## config.mk

```make
export PLATFORM = sky130hd
export DESIGN_NAME = pcf8575_target
export DESIGN_NICKNAME = d
export VERILOG_FILES = /design/src/rtl/pcf8575_target.sv
export SDC_FILE = /design/constraint.sdc
export NUM_CORES = 1
export LEC_CHECK = 0
export CAP_MARGIN = 20
export CELL_PAD_IN_SITES_DETAIL_PLACEMENT = 1
export CELL_PAD_IN_SITES_GLOBAL_PLACEMENT = 1
export CORE_MARGIN = 3
export CORE_UTILIZATION = 50
export CTS_BUF_LIST = sky130_fd_sc_hd__clkbuf_2
export DETAILED_ROUTE_END_ITERATION = 12
export PLACE_DENSITY_LB_ADDON = 0.1
export SYNTH_ARGS = -nofsm -noshare
export SYNTH_HDL_FRONTEND = slang
export SYNTH_SLANG_ARGS = --single-unit
```

## constraint.sdc

```tcl
create_clock -name clk -period 6.6 [get_ports clk]
set_input_delay 0.66 -clock clk [delete_from_list [all_inputs] [get_ports clk]]
set_output_delay 0.66 -clock clk [all_outputs]
set_load 0.02 [all_outputs]
```

## src/rtl/pcf8575_target.sv

```systemverilog
// I2C target emulating a PCF8575 16-bit quasi-bidirectional expander: address match,
// paired-byte writes to the output latch, 16-bit input reads and an active-low change interrupt.
module pcf8575_target #(
  parameter logic [3:0]  ADDR_HI     = 4'b0100,
  parameter int unsigned SYNC_STAGES = 2
) (
  input  logic        clk,
  input  logic        rst,
  input  logic [2:0]  addr,
  input  logic        scl_i,
  input  logic        sda_i,
  output logic        sda_oe,
  input  logic [15:0] port_in,
  output logic [15:0] port_out,
  output logic        int_n,
  output logic        busy
);

  typedef enum logic [2:0] {
    S_IDLE, S_ADDR, S_ADDR_ACK, S_WR_BYTE, S_WR_ACK, S_RD_BYTE, S_RD_ACK, S_WAIT_STOP
  } state_t;

  logic [SYNC_STAGES-1:0] scl_sync_q, sda_sync_q;
  logic [15:0]            pin_sync_q [SYNC_STAGES];
  logic                   scl_d_q, sda_d_q;
  logic                   scl_s, sda_s;
  logic [15:0]            pin_s;

  assign scl_s = scl_sync_q[SYNC_STAGES-1];
  assign sda_s = sda_sync_q[SYNC_STAGES-1];
  assign pin_s = pin_sync_q[SYNC_STAGES-1];

  always_ff @(posedge clk) begin
    if (rst) begin
      scl_sync_q <= '1;
      sda_sync_q <= '1;
      scl_d_q    <= 1'b1;
      sda_d_q    <= 1'b1;
      for (int unsigned i = 0; i < SYNC_STAGES; i++) pin_sync_q[i] <= '1;
    end else begin
      scl_sync_q    <= {scl_sync_q[SYNC_STAGES-2:0], scl_i};
      sda_sync_q    <= {sda_sync_q[SYNC_STAGES-2:0], sda_i};
      scl_d_q       <= scl_s;
      sda_d_q       <= sda_s;
      pin_sync_q[0] <= port_in;
      for (int unsigned i = 1; i < SYNC_STAGES; i++) pin_sync_q[i] <= pin_sync_q[i-1];
    end
  end

  logic start_c, stop_c, scl_rise, scl_fall;
  assign start_c  = scl_s & sda_d_q & ~sda_s;
  assign stop_c   = scl_s & ~sda_d_q & sda_s;
  assign scl_rise = scl_s & ~scl_d_q;
  assign scl_fall = ~scl_s & scl_d_q;

  state_t      state_q, state_d;
  logic [3:0]  bit_q, bit_d;
  logic [7:0]  shreg_q, shreg_d;
  logic [7:0]  lo_q, lo_d;
  logic [15:0] rd_buf_q, rd_buf_d;
  logic [15:0] ref_q, ref_d;
  logic [15:0] port_q, port_d;
  logic        rw_q, rw_d;
  logic        pair_q, pair_d;
  logic        hi_q, hi_d;
  logic        sda_oe_q, sda_oe_d;
  logic        busy_q, busy_d;
  logic        int_n_q, int_n_d;
  logic [7:0]  cur_byte;

  assign cur_byte = hi_q ? rd_buf_q[15:8] : rd_buf_q[7:0];

  always_ff @(posedge clk) begin
    if (rst) begin
      state_q  <= S_IDLE;
      bit_q    <= '0;
      shreg_q  <= '0;
      lo_q     <= '0;
      rd_buf_q <= '0;
      ref_q    <= pin_s;
      port_q   <= '1;
      rw_q     <= 1'b0;
      pair_q   <= 1'b0;
      hi_q     <= 1'b0;
      sda_oe_q <= 1'b0;
      busy_q   <= 1'b0;
      int_n_q  <= 1'b1;
    end else begin
      state_q  <= state_d;
      bit_q    <= bit_d;
      shreg_q  <= shreg_d;
      lo_q     <= lo_d;
      rd_buf_q <= rd_buf_d;
      ref_q    <= ref_d;
      port_q   <= port_d;
      rw_q     <= rw_d;
      pair_q   <= pair_d;
      hi_q     <= hi_d;
      sda_oe_q <= sda_oe_d;
      busy_q   <= busy_d;
      int_n_q  <= int_n_d;
    end
  end

  always_comb begin
    state_d  = state_q;
    bit_d    = bit_q;
    shreg_d  = shreg_q;
    lo_d     = lo_q;
    rd_buf_d = rd_buf_q;
    ref_d    = ref_q;
    port_d   = port_q;
    rw_d     = rw_q;
    pair_d   = pair_q;
    hi_d     = hi_q;
    sda_oe_d = sda_oe_q;
    busy_d   = busy_q;
    int_n_d  = (pin_s == ref_q);

    // Bus conditions win over bit sampling in the same cycle
    if (start_c) begin
      state_d  = S_ADDR;
      bit_d    = '0;
      sda_oe_d = 1'b0;
      busy_d   = 1'b0;
    end else if (stop_c) begin
      state_d  = S_IDLE;
      sda_oe_d = 1'b0;
      busy_d   = 1'b0;
    end else begin
      unique case (state_q)
        S_IDLE: ;
        S_ADDR: begin
          if (scl_rise && bit_q != 4'd8) begin
            shreg_d = {shreg_q[6:0], sda_s};
            bit_d   = bit_q + 4'd1;
          end else if (scl_fall && bit_q == 4'd8) begin
            if (shreg_q[7:1] == {ADDR_HI, addr}) begin
              sda_oe_d = 1'b1;
              busy_d   = 1'b1;
              rw_d     = shreg_q[0];
              state_d  = S_ADDR_ACK;
            end else begin
              state_d = S_WAIT_STOP;
            end
          end
        end
        S_ADDR_ACK: begin
          if (scl_fall) begin
            bit_d = '0;
            if (rw_q) begin
              rd_buf_d = pin_s;
              ref_d    = pin_s;
              hi_d     = 1'b0;
              sda_oe_d = ~pin_s[7];
              state_d  = S_RD_BYTE;
            end else begin
              sda_oe_d = 1'b0;
              pair_d   = 1'b0;
              state_d  = S_WR_BYTE;
            end
          end
        end
        S_WR_BYTE: begin
          if (scl_rise && bit_q != 4'd8) begin
            shreg_d = {shreg_q[6:0], sda_s};
            bit_d   = bit_q + 4'd1;
          end else if (scl_fall && bit_q == 4'd8) begin
            sda_oe_d = 1'b1;
            pair_d   = ~pair_q;
            if (!pair_q) begin
              lo_d = shreg_q;
            end else begin
              port_d = {shreg_q, lo_q};
              ref_d  = pin_s;
            end
            state_d = S_WR_ACK;
          end
        end
        S_WR_ACK: begin
          if (scl_fall) begin
            sda_oe_d = 1'b0;
            bit_d    = '0;
            state_d  = S_WR_BYTE;
          end
        end
        // bit_q counts rising edges already seen, so it indexes the next bit to present
        S_RD_BYTE: begin
          if (scl_rise && bit_q != 4'd8) begin
            bit_d = bit_q + 4'd1;
          end else if (scl_fall) begin
            if (bit_q == 4'd8) begin
              sda_oe_d = 1'b0;
              state_d  = S_RD_ACK;
            end else begin
              sda_oe_d = ~cur_byte[3'd7 - bit_q[2:0]];
            end
          end
        end
        S_RD_ACK: begin
          if (scl_rise) begin
            if (sda_s) begin
              busy_d  = 1'b0;
              state_d = S_WAIT_STOP;
            end else begin
              bit_d   = '0;
              hi_d    = ~hi_q;
              state_d = S_RD_BYTE;
              if (hi_q) begin
                rd_buf_d = pin_s;
                ref_d    = pin_s;
              end
            end
          end
        end
        S_WAIT_STOP: sda_oe_d = 1'b0;
        default: state_d = S_IDLE;
      endcase
    end
  end

  assign sda_oe   = sda_oe_q;
  assign port_out = port_q;
  assign int_n    = int_n_q;
  assign busy     = busy_q;

endmodule

```

# Yosys cells after proc, flatten, opt, wreduce, memory -nomap -nowiden
# Memory sizes are Yosys's and may differ from the RTL's.
# Cells that the tools add are included.
# totals
regBits	83
latch_bits	0
ram_bits	32
mem_bits_ro	0
input_bits	23
out_inout_bits	19
word_cells	185
mem_count	1
# memory_table
memory	words	width	read_ports	rd_clocked_by_memory_dff	wr	line	rtl
pin_sync_q	2	16	2	0	2	24	logic [15:0] pin_sync_q [SYNC_STAGES];
# classes
add_sub_neg	2
multipliers	0
n_div	0
order_cmp	1
n_eq_ne	49
n_shift	0
muxes	67
n_bitwise	19
reduce_logical	28
# ops
operator	n
$mux 16	13
$pmux 16 s3	1
$ne 4x4->1 const B	11
$mux 3	12
$ne 2x2->1 const B	18
$reduce_and 11->1	3
$pmux 16 s2	1
$reduce_and 6->1	5
$mux 1	27
$ne 3x3->1 const B	8
$pmux 3 s6	1
$eq 16x16->1	1
$mux 4	4
$reduce_and 7->1	2
$eq 3x3->1 const B	4
$pmux 4 s3	1
$reduce_bool 6->1	2
$not 1->1	11
$reduce_and 10->1	1
$mux 8	1
$reduce_and 8->1	1
$reduce_bool 8->1	1
$eq 7x6->1	1
$and 1x1->1	6
19 further kinds	30

# Depth between registers and ports, before layout
# Gate-level depths: netlist of run 1.
# depth
ltp_word	9
ltp_mapped	9
ltp_nobuf	7

# Worst setup path after synthesis of run 1
# OpenSTA, ideal clock, no wires.
# synth_timing
kind	flip-flop to flip-flop
start	reg bit_q[0]
end	reg ref_q[0] (enable)
setup_time_ps	392
arrival_time_ps	1864
t_required_ps	6208
slack_ps	4344
stages_incl_launch_ff	7
n_path_buf	0
synth_period_minus_slack_ps	2256
cell_sequence	dfxtp_1 inv_1 ha_1 and3b_1 and3b_1 a21oi_1 o21bai_1
# synth_via
elab_chain_len	4
word_cells_on_any_way	7
classes_between	eq/ne (4); reduce/logical (3)
# synth_rtl
item	line	rtl
start, declared	57	logic [3:0] bit_q, bit_d;
start signal, assigned	90	bit_q <= bit_d;
$ne 4x4->1 or $eq 4x4->1 (tied branches)	165, 168	
$logic_and 1x1->1, on equally long branches	165, 168	
$ne 3x3->1 (no source line)	-	
$reduce_and 11->1 (no source line) *	-	
end signal, assigned	80	ref_q <= pin_s;
end signal, assigned	94	ref_q <= ref_d;
end, declared	61	logic [15:0] ref_q, ref_d;
# Mark *: on every way between the ends. The rest lies on a longest branch, timed or not.
# A chain may end at the register's enable or synchronous reset.

# Worst setup path after layout of run 1
# layout_timing
start	reg scl_sync_q[1]
end	reg rd_buf_q[15]
# layout_via
elab_chain_len	4
word_cells_on_any_way	12
classes_between	eq/ne (2); bitwise (9); reduce/logical (1)
# layout_rtl
item	line	rtl
start, declared	23	logic [SYNC_STAGES-1:0] scl_sync_q, sda_sync_q;
start signal, assigned	41	scl_sync_q <= {scl_sync_q[SYNC_STAGES-2:0], scl_i};
$not 1->1, or another cell as far along	54	assign scl_fall = ~scl_s & scl_d_q;
$and 1x1->1, on equally long branches	54, 51, 52	
$ne 2x2->1 (no source line) or $not 1->1 (tied branches)	-	
$reduce_and 8->1 (no source line) *	-	
end signal, assigned	93	rd_buf_q <= rd_buf_d;
end, declared	60	logic [15:0] rd_buf_q, rd_buf_d;
# Marks and branches as above.

==> impl_metrics.py, run 1 <==
metrics = {
    "global_routing": {
        "grt_pass1_wl_um": 18100,
        "overflow": 0,
        "gr-usage-all-layers_pct": 23.0,
        "grt_max_degree": 95,
        "grt_pass1_vias": 3589,
        "antenna_found_initial": 0,
    },
    "clock_tree": {
        "numCtsBuffers": 17,
        "post_cts_buffers": 0,
        "clkTransAtPathRegs_ps": 200,
        "h-tree-depth": 4,
        "clockBufferDepth": 2,
        "clkLatencyLatePin_ps": 660,
        "cts_resized": 0,
        "clkSinkCount": 115,
        "cts_tree": "built",
        "cts_root_buf": "clkbuf_2",
        "postCtsHoldBufs": 0,
    },
    "place": {
        "place.port_buffers": 41,
        "gp_congestion": 0.896,
        "place_hpwl_um": 7320,
    },
    "setup_path": {
        "critPathBufInv": 0,
        "worstPathRequired_ps": 7090,
        "arrival_ps": 3200,
        "critPathSlowestCell": "a211oi_4",
        "worstPathMaxFanout": 16,
        "worst-path-stages": 5,
        "reg2reg_from": "scl_sync_q[1]",
        "worstSetupEndpoint": "rd_buf_q[15]",
        "max_stage_delay_ps": 940,
        "end_kind": "flop",
        "reg2reg_to": "rd_buf_q[15]",
        "cp_top_family": "compound AO/OA/AOI/OAI gates",
        "critPathLaunchType": "flop",
        "crit_chain": "nor2b_1, nand2_1, a211oi_4, mux2i_1, nor2_1",
        "path_class": "reg -> reg",
        "rrSetupSlack_ps": 3890,
        "reg2reg_depth": 5,
        "cp-startpoint": "scl_sync_q[1]",
    },
    "synthesis": {
        "syn_avg_cell_area_um2": 10.2,
        "syn_inst": 452,
        "ys_ff_latch": 115,
        "yosysSeqAreaShare_pct": 53.6,
        "synth_nets": 477,
        "synth-edff-count": 16,
        "async_flop_share_pct": 0,
        "synth_area_um2": 4600,
        "yosys_warnings": 0,
        "ys_types": 54,
        "synthFlopType": "dfxtp_1",
    },
    "final_layout": {
        "syn_to_final_growth_pct": 15.4,
        "nFillCells": 980,
        "drive_above_1_share_pct": 15.9,
        "final_nets": 515,
        "diodes": 0,
        "ff_latch_area_um2": 2460,
        "multi_input_area_um2": 1990,
    },
    "floorplan": {
        "die-area_um2": 10400,
        "dieHeight_um": 102,
        "die_x_um": 102,
        "core_region_area_um2": 8810,
        "start_util_pct": 52.2,
        "ios": 42,
        "num_rows": 34,
    },
    "sta": {
        "min_period_ps": 2710,
        "worstMarginPinSlew_ps": 1060,
        "grt_setup_unrepaired": "no",
        "skew_ps": 45.1,
        "fin_crit_sh_pct": 41.0,
        "finalHoldViolations": 0,
        "setup_viol": 0,
        "maxSlewViolCount": 0,
        "relSlewSlack_pct": 29.1,
        "max_freq_ghz": 0.369,
        "tns_ps": 0,
    },
    "route": {
        "viasPerCell": 5.55,
        "detail-route-antenna-nets": 0,
        "drt_iter0_markers": 128,
        "drt_pass1_iterations": 4,
        "avgRoutedWirePerCell_um": 17.8,
        "routed_wl_um": 10900,
        "via_count": 3390,
        "drc": 0,
    },
    "power": {
        "cellLeakagePower_nw": 1.98,
        "finalPower_mw": 1.30,
        "worst_ir_drop_vdd_uv": 183,
        "p_per_area_nw_per_um2": 245,
    },
    "run_status": {
        "status": "completed",
    },
    "hold_path": {
        "hp-class": "reg -> reg",
    },
    "flow_run": {
        "drv_cap": 0,
    },
}
-- cell type report --
cell class / count / share of cell area (%)
repair buffers: 44 / 8.07
multi-input cells: 304 / 37.5
clock buffers: 17 / 1.60
inverters: 8 / 0.566
well taps: 108 / 2.55
flip-flops and latches: 115 / 46.4
clock inverters: 15 / 3.35
-- routing by layer --
| metal | vias up | wire [um] | global-route usage, % |
|---|---|---|---|
| li1 | 1624 | - | - |
| met1 | 1678 | 4800 | 28.4 |
| met2 | 66 | 5490 | 38.9 |
| met3 | 22 | 361 | 6.01 |
| met4 | 0 | 239 | 8.48 |
| met5 | - | 0 | 0 |
-- how the worst min path moves through the flow --
| stage | depth (start not counted) | slack (ps) | from | end |
|---|---|---|---|---|
| CTS | 1 | 410 | pin_sync_q[0][2] | pin_sync_q[0][18] |
| global route | 1 | 450 | pin_sync_q[0][3] | pin_sync_q[0][19] |
| finish | 1 | 420 | pin_sync_q[0][2] | pin_sync_q[0][18] |
| global placement | 1 | 390 | pin_sync_q[0][8] | pin_sync_q[0][24] |
| detailed placement | 1 | 400 | pin_sync_q[0][11] | pin_sync_q[0][27] |
| floorplan | 1 | 390 | pin_sync_q[0][0] | pin_sync_q[0][16] |
-- Yosys cell counts, drive strengths merged (2+ instances only) --
library cell  count  share of area [%]
dfxtp            99                 43
nor2             45                3.7
nand2            41                3.3
mux2i            38                8.3
or2              38                5.2
a21oi            19                2.1
nand3b           18                2.9
edfxtp           16                 10
clkbuf           15                1.3
o21ai            12                1.3
xnor2            12                2.3
buf              10                1.3
xor2              9                1.7
inv               8               0.65
nor2b             6               0.82
nand2b            5               0.68
o31ai             5               0.82
nand3             4               0.54
nand4             4               0.54
a211oi            3               0.76
and2              3               0.41
nor3b             3               0.49
nor4              3               0.41
o21bai            3               0.49
or4               3               0.49
a21o              2               0.33
a31oi             2               0.27
and3b             2               0.38
ha                2               0.54
mux4              2               0.98
nor3              2               0.22
o2bb2ai           2               0.38
-- sequential cells by signal (all words and copies together), names as in the netlist --
name / flops
ref_q: 16
sda_sync_q: 2
hi_q: 1
sda_d_q: 1
lo_q: 8
pin_sync_q: 32
sda_oe: 1
pair_q: 1
shreg_q: 8
state_q: 3
busy: 1
bit_q: 4
scl_d_q: 1
int_n: 1
rw_q: 1
scl_sync_q: 2
rd_buf_q: 16
port_out: 16
-- logic make-up after synthesis --
group / Yosys count / share of synthesized area [%]
AOI/OAI and AO/OA: 60 / 8.63
buffers and inverters: 33 / 3.24
muxes: 40 / 9.25
and+or+nand+nor: 181 / 20.8
adders and majority gates: 2 / 0.544
xor gates and xnor gates: 21 / 4.00
DFF: 115 / 53.6
-- worst reg2reg max path: stages, from the launching register on --
cell and delay [ps]:
dfxtp_1 420, nor2b_1 610, nand2_1 230, a211oi_4 940, mux2i_1 310, nor2_1 60
-- layout by cell type, fill, tap and decap left out, types with 4 or more instances in the layout --
cell,Yosys,routed
nor2_1,45,45
nor2b_1,6,6
o21ai_0,11,11
xnor2_1,12,12
or2_2,38,38
nand2b_1,5,5
xor2_1,9,9
inv_6,0,5
a21oi_1,19,19
edfxtp_1,16,16
mux2i_1,38,38
clkbuf_2,1,17
nand3b_1,18,18
nand2_1,41,41
dfxtp_1,99,99
clkdlybuf4s50_1,0,40
o31ai_1,5,5
inv_1,8,8
nand4_1,4,4
-- report_power, final --
part           switching, mW  internal, mW  total (mW)
clock                  0.291         0.215       0.507
sequential            0.0113         0.727       0.738
combinational         0.0254        0.0300      0.0554
-- per-stage QoR --
stage	hold slack (ps)	util, %	cell area [um^2]	worst slack, ps	cells
4_1_cts	414	60.2	5310	3900	611
6_report	415	60.2	5310	3890	611
3_5_place_dp	398	57.3	5040	3960	579
3_3_place_gp	392	57.3	5040	4070	579
5_1_grt	446	60.2	5310	3720	611
2_1_floorplan	389	-	4600	4340	452
No activity file was read; power rests on OpenSTA's default activity.
==> run 2: changes to the inputs <==
CORE_UTILIZATION = 42   (was 50)
clock period = 2.4 ns   (was 6.6 ns; I/O delays follow)
==> run 2 against run 1 <==
Against the previous run:
- non-clock buffer count rose by 10
- first-iteration DRC count down 9.4%
- worst hold slack worse by 250 ps
- die area rose by 18%
==> impl_metrics.py, run 2 (synthesized netlist as in run 1, its figures left out) <==
metrics = {
    "clock_tree": {
        "h-tree-depth": 4,
        "post_cts_buffers": 0,
        "clkTransAtPathRegs_ps": 210,
        "cts_root_buf": "clkbuf_2",
        "cts_tree": "built",
        "cts_resized": 0,
        "clkLatencyLatePin_ps": 640,
        "clkSinkCount": 115,
        "clockBufferDepth": 2,
        "numCtsBuffers": 17,
    },
    "floorplan": {
        "die_x_um": 111,
        "die-area_um2": 12200,
        "ios": 42,
        "dieHeight_um": 111,
        "start_util_pct": 43.9,
        "num_rows": 37,
        "core_region_area_um2": 10500,
    },
    "final_layout": {
        "syn_to_final_growth_pct": 16.7,
        "largest_reg_flops": 32,
        "final_nets": 525,
        "final_cell_mix": "dfxtp_1 (99), nor2_1 (45), nand2_1 (41)",
        "diodes": 0,
        "drive_above_1_share_pct": 17.0,
        "largest_register": "pin_sync_q",
        "nFillCells": 1178,
        "fin_cells": 649,
        "final_common_cell": "dfxtp_1",
    },
    "sta": {
        "skew_ps": 39.7,
        "relSlewSlack_pct": 55.4,
        "timing.final.ws_setup_ps": 221,
        "grt_setup_unrepaired": "no",
        "whs_ps": 163,
        "fin_crit_sh_pct": 90.8,
        "min_period_ps": 2180,
        "max_freq_ghz": 0.459,
        "tns_ps": 0,
        "maxSlewViolCount": 0,
        "setup_viol": 0,
        "worstMarginPinSlew_ps": 668,
        "finalHoldViolations": 0,
    },
    "place": {
        "place_inst": 616,
        "place.port_buffers": 41,
        "post-place-ws_ps": 311,
        "place_hpwl_um": 6880,
        "gp_congestion": 0.864,
    },
    "route": {
        "routed_wl_um": 10000,
        "drt_iter0_markers": 116,
        "viasPerCell": 5.13,
        "drc": 0,
        "via_count": 3332,
        "drt_pass1_iterations": 4,
        "avgRoutedWirePerCell_um": 15.4,
        "detail-route-antenna-nets": 0,
    },
    "setup_path": {
        "max_stage_delay_ps": 800,
        "worstPathRequired_ps": 2980,
        "critPathBufInv": 0,
        "path_class": "reg -> reg",
        "crit_chain": "nor2b_1, a21boi_0, a2bb2oi_1, or4_1, a21oi_1",
        "worstPathMaxFanout": 19,
        "critPathLaunchType": "flop",
        "end_kind": "flop",
        "cp_top_family": "simple AND/OR/NAND/NOR gates",
        "critPathSlowestCell": "dfxtp_1",
        "arrival_ps": 2760,
    },
    "global_routing": {
        "grt_pass1_wl_um": 17100,
        "grt_max_degree": 81,
        "antenna_found_initial": 0,
        "grt_pass1_vias": 3452,
        "gr-usage-all-layers_pct": 17.1,
        "overflow": 0,
    },
    "power": {
        "p_per_area_nw_per_um2": 625,
        "worst_ir_drop_vdd_uv": 359,
        "cellLeakagePower_nw": 2.00,
    },
    "flow_run": {
        "drv_cap": 0,
    },
    "run_status": {
        "status": "completed",
    },
    "hold_path": {
        "hp-class": "in -> reg",
    },
}
==> run 2: cell types whose count changed in the layout (fill, tap and decap cells not counted), sizes merged <==
| cell | before | now |
|---|---|---|
| bufinv | 3 | 1 |
| buf | 4 | 13 |
| clkinvlp | 1 | 3 |
| inv | 13 | 15 |
| clkinv | 6 | 4 |
| dlygate4sd3 | 0 | 1 |
==> run 2: layout make-up <==
| cell class | count | area, um^2 | share of cell area (%) |
|---|---|---|---|
| Inverter | 8 | 30.0 | 0.559 |
| Timing Repair Buffer | 54 | 505 | 9.42 |
| Clock inverter | 15 | 128 | 2.38 |
| Clock buffer | 17 | 85.1 | 1.59 |
| Multi-Input combinational cell | 304 | 1990 | 37.0 |
| Sequential cell | 115 | 2460 | 45.9 |
| Tap cell | 136 | 170 | 3.17 |
==> run 2: where the power goes <==
part           leakage (nW)  switching (mW)  internal [mW]
combinational         0.925          0.0677         0.0853
sequential            0.948          0.0291           2.00
clock                 0.125           0.796          0.380
total                  2.00           0.892           2.46
==> run 2: metal layers <==
| layer | up-vias | GRT usage [%] | part of all wire, % |
|---|---|---|---|
| met4 | 0 | 5.50 | 0.82 |
| li1 | 1647 | - | - |
| met5 | - | 0 | 0 |
| met2 | 55 | 27.5 | 47 |
| met3 | 8 | 4.22 | 3.1 |
| met1 | 1622 | 22.5 | 49 |
==> run 2: path summary, 6_finish.rpt <==
path | from | end | slack, ps | cells past startpoint
worst max-delay path | state_q[2] | bit_q[2] | 220 | 5
worst min-delay path | port_in[6] | pin_sync_q[0][6] | 160 | 2
worst max register to register | state_q[2] | bit_q[2] | 220 | 5
worst min register to register | pin_sync_q[0][11] | pin_sync_q[0][27] | 420 | 1
==> run 2: stage by stage <==
stage          utilization, %  total power, mW  area [um^2]
6_report                 51.3             3.36         5370
5_1_grt                  51.3             3.53         5370
4_1_cts                  51.3             3.40         5370
3_5_place_dp             49.2             2.22         5140
3_3_place_gp             49.2             2.22         5140
2_1_floorplan               -             2.15         4600
==> run 2: what timing repair did <==
item                       in CTS  in global routing
hold buffers                    1                  0
hold endpoints to repair       11                  0
setup endpoints to repair       0                  0
